**config.mk**
```make
export PLATFORM = sky130hd
export DESIGN_NAME = key_filter_multi
export DESIGN_NICKNAME = d
export VERILOG_FILES = /design/src/rtl/key_pkg.sv /design/src/rtl/key_filter_ch.sv /design/src/rtl/key_filter_multi.sv
export SDC_FILE = /design/constraint.sdc
export NUM_CORES = 1
export LEC_CHECK = 0
export ABC_AREA = 1
export CAP_MARGIN = 20
export CORE_ASPECT_RATIO = 0.75
export CORE_MARGIN = 2
export CORE_UTILIZATION = 39
export DETAILED_ROUTE_END_ITERATION = 7
export PLACE_DENSITY = 0.51
export SYNTH_ARGS = -nofsm -noshare
export SYNTH_HDL_FRONTEND = slang
export SYNTH_HIERARCHICAL = 1
export SYNTH_SLANG_ARGS = --single-unit
```
**constraint.sdc**
```tcl
create_clock -name clk -period 5.4 [get_ports clk]
set_input_delay 0.81 -clock clk [delete_from_list [all_inputs] [get_ports clk]]
set_output_delay 0.81 -clock clk [all_outputs]
set_load 0.01 [all_outputs]
```
**src/rtl/key_pkg.sv**
```systemverilog
// key_pkg: shared FSM encoding and default timing constants for the key filter.
package key_pkg;
  typedef enum logic [1:0] {IDLE, PRESS_FILT, HELD, REL_FILT} key_st_t;
  localparam logic [31:0] CNT_MAX_DEF  = 32'd1_000_000;
  localparam logic [31:0] LONG_MAX_DEF = 32'd50_000_000;
endpackage

```
**src/rtl/key_filter_ch.sv**
```systemverilog
// key_filter_ch: single-channel key synchronizer, debouncer and press/release/long-press strobes.
// Long-press detection is built only when KEY_FILTER_LONG_PRESS_EN is defined.
module key_filter_ch
  import key_pkg::*;
#(
  parameter logic [31:0] CNT_MAX  = CNT_MAX_DEF,
  parameter logic [31:0] LONG_MAX = LONG_MAX_DEF
) (
  input  logic clk,
  input  logic rst_n,
  input  logic key,
  output logic key_state,
  output logic press_pulse,
  output logic release_pulse,
  output logic long_pulse
);
  logic s1, s2, pp_nx, rp_nx;
  key_st_t st, nx;
  logic [31:0] cnt, cnt_nx, cnt_inc;
`ifdef KEY_FILTER_LONG_PRESS_EN
  logic lp_nx;
`endif
  assign cnt_inc = cnt + {31'd0, ~&cnt};
  always_comb begin
    nx = st;
    cnt_nx = cnt;
    pp_nx = 1'b0;
    rp_nx = 1'b0;
`ifdef KEY_FILTER_LONG_PRESS_EN
    lp_nx = 1'b0;
`endif
    case (st)
      IDLE: if (!s2) begin
        nx = PRESS_FILT;
        cnt_nx = '0;
      end
      PRESS_FILT: if (s2) begin
        nx = IDLE;
        cnt_nx = '0;
      end else if (cnt == CNT_MAX - 32'd1) begin
        nx = HELD;
        cnt_nx = '0;
        pp_nx = 1'b1;
      end else cnt_nx = cnt_inc;
      HELD: if (s2) begin
        nx = REL_FILT;
        cnt_nx = '0;
      end
`ifdef KEY_FILTER_LONG_PRESS_EN
      else if (cnt != LONG_MAX) begin
        cnt_nx = cnt + 32'd1;
        lp_nx = (cnt == LONG_MAX - 32'd1);
      end
`endif
      REL_FILT: if (!s2) begin
        nx = HELD;
        cnt_nx = '0;
      end else if (cnt == CNT_MAX - 32'd1) begin
        nx = IDLE;
        cnt_nx = '0;
        rp_nx = 1'b1;
      end else cnt_nx = cnt_inc;
      default: begin
        nx = IDLE;
        cnt_nx = '0;
      end
    endcase
  end
  always_ff @(posedge clk or negedge rst_n)
    if (!rst_n) begin
      s1 <= 1'b1;
      s2 <= 1'b1;
      st <= IDLE;
      cnt <= '0;
      key_state <= 1'b0;
      press_pulse <= 1'b0;
      release_pulse <= 1'b0;
    end else begin
      s1 <= key;
      s2 <= s1;
      st <= nx;
      cnt <= cnt_nx;
      key_state <= (nx == HELD) || (nx == REL_FILT);
      press_pulse <= pp_nx;
      release_pulse <= rp_nx;
    end
`ifdef KEY_FILTER_LONG_PRESS_EN
  always_ff @(posedge clk or negedge rst_n)
    if (!rst_n) long_pulse <= 1'b0;
    else long_pulse <= lp_nx;
`else
  logic unused_long;
  assign unused_long = ^LONG_MAX;
  assign long_pulse = 1'b0;
`endif
endmodule

```
**src/rtl/key_filter_multi.sv**
```systemverilog
// key_filter_multi: KEY_NUM independent debounced key channels with press/release/long-press strobes.
// Long-press strobes exist only when KEY_FILTER_LONG_PRESS_EN is defined.
module key_filter_multi
  import key_pkg::*;
#(
  parameter int          KEY_NUM  = 4,
  parameter logic [31:0] CNT_MAX  = CNT_MAX_DEF,
  parameter logic [31:0] LONG_MAX = LONG_MAX_DEF
) (
  input  logic               clk,
  input  logic               rst_n,
  input  logic [KEY_NUM-1:0] key,
  output logic [KEY_NUM-1:0] key_state,
  output logic [KEY_NUM-1:0] press_pulse,
  output logic [KEY_NUM-1:0] release_pulse,
  output logic [KEY_NUM-1:0] long_pulse
);
  for (genvar i = 0; i < KEY_NUM; i++) begin : g_ch
    key_filter_ch #(.CNT_MAX(CNT_MAX), .LONG_MAX(LONG_MAX)) u_ch (
      .clk(clk),
      .rst_n(rst_n),
      .key(key[i]),
      .key_state(key_state[i]),
      .press_pulse(press_pulse[i]),
      .release_pulse(release_pulse[i]),
      .long_pulse(long_pulse[i])
    );
  end
endmodule

```
==> impl_results.md, run 1 <==
* Die area at 0.0263 mm^2
* Total GRT Usage at about a fifth
* Root Buffer: clkbuf_16
* Avg Inst Size Synth at 7.06 um^2
* H-tree levels at 4
* DR pass1 iterations at 6
* Top FF cell, synth: dfrtp_1
* CP Capture Type: register
* Worst IR drop on VDD at roughly 230 uV
* GRT overflow at 0
* Fin crit share at between 40% and 50%
* Hold buffer count at CTS at 0
* CP Cell Sequence: nand2_1, nor2_1, inv_1, nor4_1, nand4_1, ha_1, ha_1, nand3_1, inv_1, nand2_1, inv_1, a21o_1, nand3_1, nand2_1
* Vias in the first global route at slightly below 8,000
* Share of synthesized registers carrying an async set or reset at between 90% and 100%
* Placer Congestion at 0.873
* Startpoint types: register
* R2r endpoint: g_ch[2].u_ch/cnt[18]$_DFFE_PN0P_
* Endpoints failing hold at 0
* Layout cells sized above 1 at ~8.5%
* Syn Inst Count at between 1,000 and 1,500
* Slew Limit Fails at 0
* Area growth, synth to finish at 11.0%
* NumNets Final at between 1,000 and 1,500
* Antenna diodes at 0
* DP HPWL at between 15 and 20 mm
* Period minus WS final at approximately 2.6 ns
* # IOs at 22
* RR Startpoint: g_ch[2].u_ch/cnt[4]$_DFFE_PN0P_
* Syn nets at ~1,400
* Slew margin rel. at 41.3%
* First-pass GRT wire length at about 40 mm
* Fin Hold WS at between 0.3 and 0.4 ns
* Total CTS buffers at 17
* Post-synthesis sequential area ratio at 39.4%
* Initial Utilization at 39.3%
* Worst Slack Setup Final at 2.82 ns
* Pleak at 4.37 nW
* Setup_tns at 0 ns
* Core region area at about 0.025 mm^2
* Cts repair resizes at 0
* Number of buffers added on ports at 17
* Routed WL at 24.2 mm
* Status: completed
* Hold path endpoint: g_ch[0].u_ch/s2$_DFF_PN1_
* Routed vias/inst at 4.86
* Worst hold-check path type: reg2reg
* Worst Tran Pin Value at 0.880 ns
* Critical Path RT at 5.72 ns
* Die X at about 190 um
* FP Rows at 50
* Origin of the worst min-delay path: g_ch[0].u_ch/s1$_DFF_PN1_
* Hold depth at 0
* Via count at 8,520
* Number of synthesized flops with an enable pin at 0
* Max Cap Viol at 0
* Max incr delay on CP at roughly 0.41 ns
* Worst skew pair latency at approximately 0.44 ns
* Starting DRT DRC Count at 578
* Yosys warns at 6
* CP Class: reg2reg
* Synth Cell Area at roughly 0.01 mm^2
* Die Ht at about 140 um
* Post-CTS Setup Bufs at 0
* Antenna-violating nets left at 0
* Place WS at 2.82 ns
* R2r setup slk at 2.82 ns
* Antenna violations before repair at 0
* Clk_skew at around 0.011 ns
* Pin count of the biggest net entering global routing at 94
* Cell Pwr Density at ~230 mW/mm^2
* Clk buf depth at 2
* Fmax at slightly below 0.4 GHz
* R2R depth at 14
* DRC violations left at 0
* Finished Core Util at between 40 and 50%
* Slowest-stage cell, CP: dfrtp_1
* WP data arrival at 2.91 ns
* Yosys reg bits at 153
* Yosys cell types at 38
* Worst-path clk slew at about 0.070 ns
* Worst-path fanout max at 4
* RSZ-0062 raised after global routing: false
* Clock sinks at approximately 150
* CTS tree: done
* Final setup vio count at 0
* Routed length per instance at 13.8 um
* # fillers at about 2,600
[cells in the final DEF (no fill, tap or decap), types with 12 or more instances in the layout]
cell	count
nor2_1	199
a21oi_1	57
nand2_2	12
o21ai_1	31
nand3_1	112
clkdlybuf4s50_1	16
dfrtp_1	145
xnor2_1	13
nor2_4	22
inv_1	124
nor2_2	21
nand2_1	452
o21ai_0	13
nand4_1	17
o22ai_1	21
xor2_1	44
clkbuf_16	17
[synth_stat cells (2+ instances only)]
| library cell | instances | area share, % |
|---|---|---|
| nor4_1 | 4 | 0.26 |
| or2_1 | 6 | 0.39 |
| nand2_2 | 12 | 0.77 |
| nor2_1 | 199 | 7.7 |
| a21boi_4 | 3 | 0.58 |
| and2_0 | 4 | 0.26 |
| nor2_4 | 22 | 2.5 |
| nand3_1 | 112 | 5.8 |
| nor2_2 | 21 | 1.3 |
| nand4_1 | 17 | 1.1 |
| a21o_1 | 8 | 0.62 |
| dfstp_2 | 8 | 2.2 |
| o22ai_1 | 21 | 1.3 |
| nand3_2 | 3 | 0.31 |
| xnor2_1 | 13 | 1.2 |
| xor2_1 | 44 | 4.0 |
| clkbuf_1 | 2 | 0.077 |
| o21ai_0 | 13 | 0.67 |
| conb_1 | 4 | 0.15 |
| buf_2 | 4 | 0.21 |
| inv_1 | 124 | 4.8 |
| buf_6 | 3 | 0.35 |
| and2_1 | 5 | 0.32 |
| dfrtp_1 | 145 | 37 |
| ha_1 | 11 | 1.4 |
| buf_4 | 7 | 0.54 |
| and3_1 | 3 | 0.19 |
| nand2_1 | 452 | 17 |
| a21oi_1 | 57 | 2.9 |
| nand2_4 | 7 | 0.81 |
| inv_2 | 6 | 0.23 |
| o21ai_1 | 31 | 1.6 |
| o21bai_1 | 4 | 0.31 |
[critical path, delay by kind of cell (launching register included)]
family                     cells  cell delay (ns)
and+or+nand+nor                8             1.18
AOI/OAI and AO/OA              1             0.18
adders and majority gates      2             0.46
buffers and inverters          3             0.23
DFF                            1             0.41
[where the power goes]
group          total [mW]  leakage (nW)  switching, mW  internal, mW
Combinational       0.107          2.00         0.0799        0.0271
Clock                1.20         0.274          0.510         0.687
Sequential           1.17          2.10        0.00968          1.16
[state kept, by name (all words and copies together), names as in the netlist]
register	count
g_ch.u_ch/press_pulse	4
g_ch.u_ch/cnt	128
g_ch.u_ch/s2	4
g_ch.u_ch/st	5
g_ch.u_ch/release_pulse	4
g_ch.u_ch/key_state	4
g_ch.u_ch/s1	4
[routing by layer]
layer	GRT usage [%]	vias up	part of all wire, %
met2	27.4	136	40
met4	4.18	0	0.69
met3	3.56	11	3.9
met5	0	-	0
met1	30.0	3958	55
li1	-	4415	-
[logic make-up (layout without fill, tap and decap cells)]
group           Yosys count  in the layout  synth area share, %
simple gates            868            868                 39.3
other cells               4              4                0.154
flops                   153            153                 39.4
fa+ha+maj                11             11                 1.41
compound gates          139            139                 8.23
xor+xnor                 57             57                 5.12
buf+inv                 148            184                 6.39
[worst max path at each step]
| stage | endpoint | cells after the start | start | slack (ns) |
|---|---|---|---|---|
| after floorplan | g_ch[0].u_ch/cnt[18]$_DFFE_PN0P_ | 14 | g_ch[0].u_ch/cnt[21]$_DFFE_PN0P_ | 3.30 |
| after global placement | g_ch[3].u_ch/cnt[3]$_DFFE_PN0P_ | 8 | g_ch[3].u_ch/s2$_DFF_PN1_ | 2.87 |
| after detailed placement | g_ch[2].u_ch/cnt[18]$_DFFE_PN0P_ | 14 | g_ch[2].u_ch/cnt[4]$_DFFE_PN0P_ | 2.82 |
| after CTS | g_ch[2].u_ch/cnt[18]$_DFFE_PN0P_ | 14 | g_ch[2].u_ch/cnt[4]$_DFFE_PN0P_ | 2.81 |
| after global routing | g_ch[2].u_ch/cnt[18]$_DFFE_PN0P_ | 14 | g_ch[2].u_ch/cnt[5]$_DFFE_PN0P_ | 2.57 |
| final | g_ch[2].u_ch/cnt[18]$_DFFE_PN0P_ | 14 | g_ch[2].u_ch/cnt[4]$_DFFE_PN0P_ | 2.82 |
[final cells by class]
| class | instances | area (um^2) | area share (%) |
|---|---|---|---|
| multi-input combinational | 1079 | 5290 | 48.8 |
| sequential | 153 | 3840 | 35.5 |
| inverter | 131 | 494 | 4.57 |
| clock buffer | 19 | 443 | 4.09 |
| tap | 338 | 423 | 3.91 |
| timing repair buffer | 21 | 209 | 1.93 |
| clock inverter | 13 | 129 | 1.19 |
[metrics by stage]
stage               power (mW)  area, um^2  std cells
global placement          1.30       10200       1721
CTS                       2.51       10800       1753
floorplan                 1.25        9750       1380
detailed placement        1.30       10200       1721
global route              2.58       10800       1754
finish                    2.47       10800       1754
(Power assumes the default switching activity.)
==> inputs of run 2 (changes only) <==
--- a/config.mk
+++ b/config.mk
@@ -11,7 +11,7 @@
 export CORE_MARGIN = 2
 export CORE_UTILIZATION = 39
 export DETAILED_ROUTE_END_ITERATION = 7
-export PLACE_DENSITY = 0.51
+export PLACE_DENSITY = 0.53
 export SYNTH_ARGS = -nofsm -noshare
 export SYNTH_HDL_FRONTEND = slang
 export SYNTH_HIERARCHICAL = 1
==> constraint.sdc (replaced) <==
create_clock -name clk -period 2.3 [get_ports clk]
set_input_delay 0.345 -clock clk [delete_from_list [all_inputs] [get_ports clk]]
set_output_delay 0.345 -clock clk [all_outputs]
set_load 0.01 [all_outputs]
==> impl_results.md, run 2 (synthesis results as in run 1) <==
* Leading cell type in the layout, fill and taps excluded: nand2_1
* Starting DRT DRC Count at ~780
* Worst hold-check path type: in2reg
* Layout cells sized above 1 at around 20%
* Most frequent cells in the layout: 434 x nand2_1, 177 x nor2_1, 142 x dfrtp_1
* First-pass GRT wire length at between 40 and 50 mm
* Critical Path RT at around 2.6 ns
* Via count at between 9,000 and 10,000
* Die Ht at between 100 and 150 um
* Worst skew pair latency at about 0.44 ns
* Placer Congestion at approximately 0.88
* Fin crit share at 96.1%
* Pint at 4.44 mW
* Routed length per instance at between 10 and 15 um
* Period minus WS final at between 2 and 2.5 ns
* Clock power share at 48.6%
* Fmax at ~0.45 GHz
* Vias in the first global route at approximately 8,500
* Max Cap Viol at 0
* Worst-path clk slew at around 0.070 ns
* Final setup vio count at 0
* Sw Share at approximately a quarter
* Die area at roughly 0.026 mm^2
* Routed WL at between 20 and 30 mm
* Routed vias/inst at just under 5
* Comb pwr share at ~4.8%
* H-tree levels at 4
* Setup_tns at 0 ns
* Core region area at ~0.025 mm^2
* Area growth, synth to finish at 23.0%
* Total CTS buffers at 17
* Worst IR drop on VDD at 568 uV
* Initial Utilization at 39.3%
* WP data arrival at between 2 and 3 ns
* Startpoint types: register
* DP HPWL at about 20 mm
* Placed Cells incl. Taps at roughly 1,800
* Clk_skew at around 0.0066 ns
* Net Sw Power at approximately 1.4 mW
* DR pass1 iterations at 5
* Status: completed
* Endpoints failing hold at 0
* DRC violations left at 0
* Pin count of the biggest net entering global routing at 48
* Finished Core Util at 48.4%
* Number of buffers added on ports at 17
* RSZ-0062 raised after global routing: true
* Antenna diodes at 0
* CP Class: reg2reg
* Antenna violations before repair at 0
* CTS tree: done
* Final Non-Filler Cells at approximately 1,900
* Clk buf depth at 2
* Antenna-violating nets left at 0
* GRT overflow at 0
* CP Capture Type: register
* Max reg flops at 128
* Top reg by flops: g_ch.u_ch/cnt
* Clock sinks at between 150 and 200
* Pleak at ~5 nW
* Root Buffer: clkbuf_16
* Seq pwr share at a little under half
* Die X at 187 um
* # IOs at 22
* FP Rows at 50
* Biggest registers after layout: g_ch.u_ch/cnt x128, g_ch.u_ch/st x5
* Cell Pwr Density at roughly 500 mW/mm^2
* Total GRT Usage at 21.1%
* NumNets Final at 1,541
* Worst-path fanout max at 4
* Slew Limit Fails at 0
-- run 2: cell type report --
class	instances	area, um^2
clock buffers	19	443
clock inverters	13	148
fillers	2539	12800
inverters	131	494
multi-input cells	1079	5490
flip-flops and latches	153	3840
well taps	338	423
repair buffers	142	1150
-- run 2: repair_timing --
action,in CTS,in global routing
hold endpoints to repair,34,0
hold buffers,1,0
pin swaps,1,19
setup buffers,0,28
endpoints found under the setup margin,15,94
gates cloned,0,0
gates resized for setup,4,66
-- run 2: per-stage QoR --
| stage | cell area (um^2) | power, mW | hold slack, ns | setup WS (ns) |
|---|---|---|---|---|
| floorplan | 9750 | 2.95 | 0.0494 | 0.203 |
| global route | 12000 | 6.15 | 0.298 | -0.0492 |
| detailed placement | 11000 | 3.08 | 0.298 | -0.111 |
| finish | 12000 | 5.88 | 0.307 | 0.0900 |
| CTS | 11600 | 5.98 | 0.290 | 0.00359 |
| global placement | 11000 | 3.08 | 0.301 | -0.0894 |
-- run 2: critical path, stage by stage, from the launching register on --
cell	delay, ns
dfrtp_1	0.40
nand2_2	0.09
nor2_4	0.13
inv_2	0.06
nor4_4	0.26
nand4_1	0.17
ha_2	0.24
ha_2	0.18
nand3_2	0.08
inv_1	0.05
nand2_2	0.09
inv_2	0.06
a21o_1	0.17
nand3_1	0.07
nand2_1	0.06
-- run 2: routing by layer --
metal  track usage (%)  wire, um
met1              32.3     14100
met2              31.0     11200
met3              3.49      1280
met4              4.80       228
met5                 0         0
-- run 2: path summary, 6_finish.rpt --
check                                                      from                          endpoint  slack (ns)  cells past startpoint
worst max-delay path            g_ch[0].u_ch/cnt[6]$_DFFE_PN0P_  g_ch[0].u_ch/cnt[18]$_DFFE_PN0P_        0.09                     14
worst min-delay path                                     key[2]         g_ch[2].u_ch/s1$_DFF_PN1_        0.31                      1
worst max register to register  g_ch[0].u_ch/cnt[6]$_DFFE_PN0P_  g_ch[0].u_ch/cnt[18]$_DFFE_PN0P_        0.09                     14
worst min register to register        g_ch[3].u_ch/s1$_DFF_PN1_         g_ch[3].u_ch/s2$_DFF_PN1_        0.36                      0
max in group asynchronous                                 rst_n         g_ch[2].u_ch/s2$_DFF_PN1_        1.20                      3
min in group asynchronous                                 rst_n  g_ch[1].u_ch/cnt[25]$_DFFE_PN0P_        0.40                      2
-- run 2: power by group through the flow --
| stage | Clock, mW | Combinational [mW] | Sequential [mW] |
|---|---|---|---|
| 2_1_floorplan | 0 | 0.158 | 2.79 |
| 3_3_place_gp | 0 | 0.286 | 2.79 |
| 3_5_place_dp | 0 | 0.283 | 2.79 |
| 4_1_cts | 2.95 | 0.286 | 2.74 |
| 5_1_grt | 3.08 | 0.321 | 2.75 |
| 6_report | 2.86 | 0.283 | 2.74 |
